**config.mk**
```make
export PLATFORM = sky130hd
export DESIGN_NAME = fir_param
export DESIGN_NICKNAME = d
export VERILOG_FILES = /design/src/rtl/fir_pkg.sv /design/src/rtl/fir_adder_tree.sv /design/src/rtl/fir_param.sv
export SDC_FILE = /design/constraint.sdc
export NUM_CORES = 2
export LEC_CHECK = 0
export BUFFER_PORTS_ARGS = -buffer_cell sky130_fd_sc_hd__buf_2
export CAP_MARGIN = 20
export CORE_MARGIN = 1
export CORE_UTILIZATION = 50
export DETAILED_ROUTE_END_ITERATION = 7
export PLACE_DENSITY_LB_ADDON = 0.15
export SKIP_CTS_REPAIR_TIMING = 1
export SYNTH_ARGS = -nofsm -noshare
export SYNTH_HDL_FRONTEND = slang
export SYNTH_SLANG_ARGS = --single-unit
```
**constraint.sdc**
```tcl
create_clock -name clk -period 6.5 [get_ports clk]
set_clock_uncertainty 0.05 [all_clocks]
set_input_delay 0 -clock clk [delete_from_list [all_inputs] [get_ports clk]]
set_output_delay 0 -clock clk [all_outputs]
set_load 0.005 [all_outputs]
```
**src/rtl/fir_pkg.sv**
```systemverilog
// Shared constants and width helpers for the parameterised FIR filter.
//   fir_clog2 : ceiling log2, used for tap address and accumulator growth
//   fir_acc_w : full-precision accumulator width for a given configuration
package fir_pkg;

    localparam int unsigned FIR_DATA_W_DEF = 8;
    localparam int unsigned FIR_COEF_W_DEF = 8;
    localparam int unsigned FIR_NTAPS_DEF  = 9;

    // Ceiling log2; returns 1 for n = 2, 4 for n = 9, 5 for n = 32.
    function automatic int unsigned fir_clog2(input int unsigned n);
        int unsigned r;
        int unsigned v;
        r = 0;
        v = 1;
        while (v < n) begin
            v = v << 1;
            r = r + 1;
        end
        return r;
    endfunction

    // Product width plus growth from summing ntaps products.
    function automatic int unsigned fir_acc_w(input int unsigned data_w,
                                              input int unsigned coef_w,
                                              input int unsigned ntaps);
        return data_w + coef_w + fir_clog2(ntaps);
    endfunction

endpackage

```
**src/rtl/fir_adder_tree.sv**
```systemverilog
// Combinational pairwise adder tree summing NTAPS signed products.
//   terms : NTAPS signed inputs, IN_W bits each
//   sum_c : signed full-precision sum, OUT_W bits (combinational)
module fir_adder_tree
    import fir_pkg::*;
#(
    parameter int unsigned NTAPS = FIR_NTAPS_DEF,
    parameter int unsigned IN_W  = 16,
    parameter int unsigned OUT_W = IN_W + fir_clog2(NTAPS)
) (
    input  logic signed [IN_W-1:0]  terms [NTAPS],
    output logic signed [OUT_W-1:0] sum_c
);

    localparam int unsigned LEAVES = 1 << fir_clog2(NTAPS);

    logic signed [OUT_W-1:0] node [LEAVES];

    // Leaves are sign-extended terms padded with zeros to a power of two;
    // each pass halves the live width, writing below the indices it reads.
    always_comb begin
        for (int i = 0; i < int'(LEAVES); i++) begin
            node[i] = '0;
        end
        for (int i = 0; i < int'(NTAPS); i++) begin
            node[i] = OUT_W'(terms[i]);
        end
        for (int w = int'(LEAVES) / 2; w > 0; w = w / 2) begin
            for (int i = 0; i < w; i++) begin
                node[i] = node[2*i] + node[2*i+1];
            end
        end
        sum_c = node[0];
    end

endmodule

```
**src/rtl/fir_param.sv**
```systemverilog
// Parameterised 3-stage pipelined FIR filter with writable coefficients.
//   clk, rst  : clock and synchronous active-high reset
//   din, vin  : signed input sample and its one-cycle qualifier
//   coef_we, coef_addr, coef_data : coefficient write port (tap 0 = newest)
//   dout, vout: signed filtered sample (shifted, saturated) and qualifier
// Stages: delay line -> product registers -> sum/saturate/output register.
module fir_param
    import fir_pkg::*;
#(
    parameter int unsigned DATA_W = FIR_DATA_W_DEF,
    parameter int unsigned COEF_W = FIR_COEF_W_DEF,
    parameter int unsigned NTAPS  = FIR_NTAPS_DEF
) (
    input  logic                            clk,
    input  logic                            rst,
    input  logic signed [DATA_W-1:0]        din,
    input  logic                            vin,
    input  logic                            coef_we,
    input  logic [fir_clog2(NTAPS)-1:0]     coef_addr,
    input  logic signed [COEF_W-1:0]        coef_data,
    output logic signed [DATA_W-1:0]        dout,
    output logic                            vout
);

    localparam int unsigned PROD_W = DATA_W + COEF_W;
    localparam int unsigned ACC_W  = fir_acc_w(DATA_W, COEF_W, NTAPS);

    // Output range expressed at accumulator width for signed compares.
    localparam logic signed [ACC_W-1:0] SAT_MAX =
        signed'({{(ACC_W-DATA_W+1){1'b0}}, {(DATA_W-1){1'b1}}});
    localparam logic signed [ACC_W-1:0] SAT_MIN =
        signed'({{(ACC_W-DATA_W+1){1'b1}}, {(DATA_W-1){1'b0}}});

    logic signed [DATA_W-1:0] taps  [NTAPS];
    logic signed [COEF_W-1:0] coefs [NTAPS];
    logic signed [PROD_W-1:0] prods [NTAPS];
    logic                     v1;
    logic                     v2;

    logic signed [ACC_W-1:0]  sum_c;
    logic signed [ACC_W-1:0]  shifted_c;
    logic signed [DATA_W-1:0] sat_c;

    // Stage 1: delay line advances only on accepted samples.
    always_ff @(posedge clk) begin
        if (rst) begin
            for (int k = 0; k < int'(NTAPS); k++) begin
                taps[k] <= '0;
            end
            v1 <= 1'b0;
        end else begin
            if (vin) begin
                taps[0] <= din;
                for (int k = 1; k < int'(NTAPS); k++) begin
                    taps[k] <= taps[k-1];
                end
            end
            v1 <= vin;
        end
    end

    // Coefficient bank; out-of-range addresses are dropped.
    always_ff @(posedge clk) begin
        if (rst) begin
            for (int k = 0; k < int'(NTAPS); k++) begin
                coefs[k] <= '0;
            end
        end else if (coef_we && (32'(coef_addr) < NTAPS)) begin
            coefs[coef_addr] <= coef_data;
        end
    end

    // Stage 2: full-precision products, captured only for live samples so a
    // coefficient write never disturbs a sample already at this stage.
    always_ff @(posedge clk) begin
        if (rst) begin
            for (int k = 0; k < int'(NTAPS); k++) begin
                prods[k] <= '0;
            end
            v2 <= 1'b0;
        end else begin
            if (v1) begin
                for (int k = 0; k < int'(NTAPS); k++) begin
                    prods[k] <= PROD_W'(taps[k]) * PROD_W'(coefs[k]);
                end
            end
            v2 <= v1;
        end
    end

    fir_adder_tree #(
        .NTAPS (NTAPS),
        .IN_W  (PROD_W),
        .OUT_W (ACC_W)
    ) u_tree (
        .terms (prods),
        .sum_c (sum_c)
    );

    // Drop the Q1.(COEF_W-1) fraction with floor rounding, then clamp.
    always_comb begin
        shifted_c = sum_c >>> (COEF_W - 1);
        sat_c     = DATA_W'(shifted_c);
        if (shifted_c > SAT_MAX) begin
            sat_c = DATA_W'(SAT_MAX);
        end else if (shifted_c < SAT_MIN) begin
            sat_c = DATA_W'(SAT_MIN);
        end
    end

    // Stage 3: output register holds between produced samples.
    always_ff @(posedge clk) begin
        if (rst) begin
            dout <= '0;
            vout <= 1'b0;
        end else begin
            if (v2) begin
                dout <= sat_c;
            end
            vout <= v2;
        end
    end

endmodule
```
Word level (Yosys, flattened, before mapping). Memory sizes are Yosys's and may differ from the RTL's. Index checks and enable logic that the tools add are counted. W data, S select, Z words.

RAM bits: 144. Memories kept: 2. Logic and storage cells: 68. Register bits after elaboration: 155.

Memory list: coefs (words 9, bits a word 8, rd ports 9, clocked after Yosys merged registers in 0, write ports 9, line fir_param.sv:35) `logic signed [COEF_W-1:0] coefs [NTAPS];`; taps (words 9, bits a word 8, rd ports 9, clocked after Yosys merged registers in 0, write ports 9, line fir_param.sv:34) `logic signed [DATA_W-1:0] taps [NTAPS];`.

$lt $le $gt $ge: 3. Add/subtract/negate cells: 8. Bitwise logic cells: 9. Multiplexer cells: 22. Reductions and logical operators: 2. Multiply operators: 9.

Operators with widths (count): $mul A8 B8 Y16 (9); $mux W8 (12); $add A16 B16 Y17 (4); $add A20 B20 Y20 (3); $add A20 B16 Y20 (1); $gt A13 B8 Y1 const B (1); $lt A13 B8 Y1 const B (1); $mux W1 (9); $or A1 B1 Y1 (9); $reduce_or A8 Y1 (1); $lt A4 B4 Y1 const B (1); $mux W4 (1); $logic_and A1 B1 Y1 (1).

Depth between registers and ports, before layout.
Depth in word-level cells: 7. Mapped depth: 28.

Cells and area by module. From an unflattened synthesis, not the netlist that was laid out.

Cells, all modules: 3750. Area, all modules: 36632.6 um^2.

Modules (own cells, without submodules): fir_param (cells an instance 3352, area an instance 32819.0 um^2, instances 1, sequential area each 7427.1 um^2); fir_adder_tree (cells an instance 398, area an instance 3813.7 um^2, instances 1, sequential area each 0.0 um^2).

Worst setup path after synthesis. OpenSTA, ideal clock, no wires.

Path kind: register to register. Start point: register prods[16] (netlist name). End point: register dout[0]. Library setup time: 0.086 ns. Required time: 6.364 ns. Cell stages (with the launch flop): 27. Period minus slack after synthesis: 5.987 ns. Path buffers: 0. Data arrival time: 5.852 ns. Slack: 0.513 ns. Path through: dfxtp_1 -> ha_1 -> inv_1 -> fa_1 -> nor2b_1 -> o21ai_0 -> a21boi_0 -> o21ai_0 -> a21boi_0 -> o21a_1 -> o21a_1 -> o21ai_0 -> nand2b_1 -> xor2_1 -> fa_1 -> fa_1 -> fa_1 -> ha_1 -> a21o_1 -> a21o_1 -> o21a_1 -> a2111oi_4 -> o21ai_2 -> xnor2_2 -> o32ai_4 -> o31ai_1 -> a211oi_1.

Longest elaborated chain between the ends: 7. Elaborated cells between the ends (all ways): 8. Those cells by class: add/sub (4); order compare (2); mux (2).

Ends and longest elaborated chain: start, declared (line fir_param.sv:36) `logic signed [PROD_W-1:0] prods [NTAPS];`; start signal, assigned by index (line fir_param.sv:84) `prods[k] <= PROD_W'(taps[k]) * PROD_W'(coefs[k]);`; $add A16 B16 Y17 * (line fir_adder_tree.sv:30) `node[i] = node[2*i] + node[2*i+1];`; $add A20 B20 Y20 * (2 in series) (line fir_adder_tree.sv:30); $add A20 B16 Y20 * (line fir_adder_tree.sv:30); $lt A13 B8 Y1 (line fir_param.sv:106) `end else if (shifted_c < SAT_MIN) begin`; $mux W8 (line fir_param.sv:106); $mux W8 * (line fir_param.sv:104) `if (shifted_c > SAT_MAX) begin`; end signal, assigned (line fir_param.sv:118) `dout <= sat_c;`; end, declared (line fir_param.sv:21) `output logic signed [DATA_W-1:0] dout,`.

Mark *: on every way between the ends. The rest lies on a longest branch, timed or not. A chain may end at the register's enable or synchronous reset.

Worst setup path after layout.
Start point: register prods[16] (netlist name). End point: register dout[3].

The elaborated chain is that of the path after synthesis.

==> impl_results.md <==
- Final Power: 13.6 mW
- GR Overflow Total: 0
- Total internal power: 7.34 mW
- Port-buffer cells: 32
- Data required time of the worst path: 6.90 ns
- Post-Layout Cell Count: 4842
- Sw Pwr: 6.24 mW
- Portion of total power attributed to sequential cells: 0.189
- Slew margin rel.: 0.294
- Status: finished, final reports clean
- Post-synthesis simple-gate area fraction: 0.174
- Measured slew at the worst slew-check pin: 1.05 ns
- Synthesis-stage register bit count: 299
- Longest individual stage delay on the worst path: 0.49 ns
- EDFF count, synth: 144
- Most common cell after layout, fill and taps aside: inv_1
- Number of sinks handled by clock tree synthesis: 299
- CTS tree: yes
- Proportion of power drawn by combinational gates: 0.657
- Number of buffers added by the clock tree synthesis step: 38
- Footprint of the multi-input gates: 26500 µm²
- Number of endpoints failing setup at the final stage: 0
- Max frequency: 161 MHz
- Setup Slack @ Placement: 0.0928 ns
- Worst ir drop on vdd: 0.492 mV
- Routed wire per std cell: 17.6 µm
- Share of async-settable or async-resettable flops after synthesis: 0
- Critical setup path kind: flip-flop to flip-flop
- Core Box Area: 72800 µm²
- All-Layer GR Usage: 0.238
- Synth-to-layout area growth: 7.33%
- Placed inst area: 38100 µm²
- Endpoint kind of the worst setup timing path: flip-flop
- Critical-path top delay cell: fa_1
- Max-slew violations: 0
- Least setup slack across all paths after layout: 0.272 ns
- Width of the die: 273 µm
- Max-Cap Viols: 0
- Worst endpoint data arrival time: 6.63 ns
- Share of synthesized area spent on multiplexers: 0.0186
- Post-Route Setup TNS: 0 ns
- DRC violations left: 0
- Final-report hold violation count: 0
- Smallest hold slack: 0.0134 ns
- Total number of vias: 24900
- Post-layout nets: 4766
- Number of levels in the clock H-tree: 2
- Switching power as a share of total power: 0.459
- Yosys warnings: 0
- CTS max path bufs: 3
- Main combinational cell family by area after synthesis: adder cells
- Buffers and inverters on the worst path: 4
- Antenna violations before repair: 9
- Number of nets produced by synthesis: 4727
- Avg Vias per Cell: 5.14
- Fraction of final layout cells with drive strength greater than 1: 0.0379
- Critical-path maximum fanout: 6
- Post-synthesis compound-gate area fraction: 0.0695
- Power Density: 344 nW/µm²
- Main flop type after synthesis: dfxtp_1
- Vias in the first global route: 25600
- Number of filler cells placed in the layout: 6729
- Adder and majority cell fraction of the synthesized area: 0.417
- Number of top-level design ports: 33
- Routability-driven placement congestion ratio: 0.883
- Floorplan row count: 99
- Worst path top cell family by delay: compound AO/OA/AOI/OAI gates
- Shortest clock period the worst path allows after layout: 6.23 ns
- Clock edge transition at the registers on the reported setup and hold paths: 0.06 ns
- Post-synth cell types: 61
- First-pass GRT wire length: 139 mm
- Mean instance size in the synthesized netlist: 9.66 µm²
- Unrepaired setup endpoints after global routing: false
- Number of cells produced by synthesis: 3809
- Placed wire-length estimate: 67.8 mm
- Latest clock arrival within the worst-skew pair: 0.57 ns
- Number of violations reported at the end of detailed-routing iteration 0: 1290
- Tcrit/Tclk final: 0.958
- Top library cells by usage in the layout, fill and taps aside: inv_1, fa_1, and2_1
- Largest net degree at the start of global routing: 76
- Die Area: 74700 µm²
- Starting density of the core: 0.505
- Root Buffer: clkbuf_16
- Sequential element share of the synthesized area: 0.202
- Hold Crit Class: input port to flip-flop
- Post-synthesis instance area: 36800 µm²
- Cell occurring most often along the worst timing path: fa_1
- Post-Place Cells: 4754
- FF+latch area: 7430 µm²
- Vert. Die Dim: 273 µm
- Total Wirelength: 85.0 mm
- Post-route cell area: 39500 µm²
- Length of the first detailed-routing pass in iterations: 5
- Clock network fraction of design power: 0.154
- Residual antenna-violating net count after detailed routing: 0
- Worst Setup Start Kind: flip-flop
- XOR/XNOR share of the synthesized area: 0.0390
- Post-layout utilization of the core: 0.542
- Leak Pwr: 18.0 nW
==> kinds of logic after synthesis <==
| kind of cell | after synthesis |
|---|---|
| simple gates | 1211 |
| fa+ha+maj | 894 |
| buf+inv | 788 |
| compound gates | 386 |
| flops | 299 |
| xor+xnor | 163 |
| mux | 68 |
==> sequential cells by signal, indices dropped and copies added (netlist names) <==
name and cells:
coefs 72, prods 144, v1 1, dout 8, vout 1, v2 1
taps 72
==> worst reg2reg max path, delay by kind of cell, from the launching register on <==
kind                     cells  cell delay [ns]
adder cells (fa/ha/maj)      6             2.20
AO/OA/AOI/OAI               13             2.57
flip-flops                   1             0.33
XOR/XNOR                     1             0.22
buffers and inverters        4             0.36
AND/OR/NAND/NOR              2             0.38
==> routing by layer <==
layer | global-route usage | share of wire | vias up
met5 | 0 | 0 | -
met3 | 0.0220 | 0.038 | 83
met1 | 0.338 | 0.47 | 12300
met4 | 0.0622 | 0.021 | 0
met2 | 0.391 | 0.47 | 397
li1 | - | - | 12100
==> final timing paths <==
check | startpoint | to | slack [ns] | cells past startpoint
setup / recovery | prods[16] | dout[3] | 0.27 | 26
hold / removal | coef_addr[2] | coefs[8][0] | 0.01 | 3
setup reg to reg | prods[16] | dout[3] | 0.27 | 26
hold reg to reg | prods[0] | prods[0] | 0.42 | 2
==> Yosys cell counts (3+ instances only) <==
library cell | count | area, µm²
nand3_1 | 34 | 170
a31oi_1 | 12 | 75.1
o31a_1 | 17 | 149
nor2_1 | 229 | 860
xnor2_1 | 134 | 1170
clkbuf_1 | 56 | 210
nor3b_1 | 25 | 188
a21oi_1 | 100 | 500
dfxtp_1 | 155 | 3100
nor3_1 | 45 | 225
o21ai_0 | 85 | 425
fa_1 | 551 | 11000
o21a_1 | 21 | 158
ha_1 | 343 | 4290
a21o_1 | 21 | 158
mux2_2 | 3 | 33.8
inv_1 | 722 | 2710
o41ai_1 | 9 | 78.8
nand3b_1 | 10 | 75.1
and2_1 | 485 | 3030
and3_1 | 7 | 43.8
buf_1 | 9 | 33.8
or2_2 | 8 | 50.1
a211oi_1 | 24 | 180
o21bai_1 | 6 | 45.0
nand2b_1 | 81 | 507
nand4_1 | 9 | 56.3
o31ai_1 | 11 | 82.6
edfxtp_1 | 144 | 4320
a21boi_0 | 30 | 225
o2111ai_1 | 7 | 61.3
mux2i_1 | 65 | 651
xor2_1 | 28 | 245
nor2b_1 | 29 | 181
nand2_1 | 231 | 867
o22ai_1 | 10 | 62.6
o311ai_0 | 10 | 87.6
or3_1 | 11 | 68.8
==> cell type report <==
class,instances,area share
clock inverters,19,0.00409
diodes,7,0.000444
repair buffers,64,0.0108
flip-flops and latches,299,0.188
inverters,723,0.0688
multi-input cells,2722,0.670
clock buffers,49,0.0270
well taps,959,0.0304
==> power groups by stage <==
stage                     registers [mW]  logic, mW  clock network [mW]
after global placement              2.60       8.69                   0
after floorplan                     2.42       6.82                   0
after detailed placement            2.60       8.75                   0
after CTS                           2.57       8.85                2.14
final                               2.56       8.92                2.10
after global routing                2.60       10.1                2.21
No activity file was read; power rests on OpenSTA's default activity.
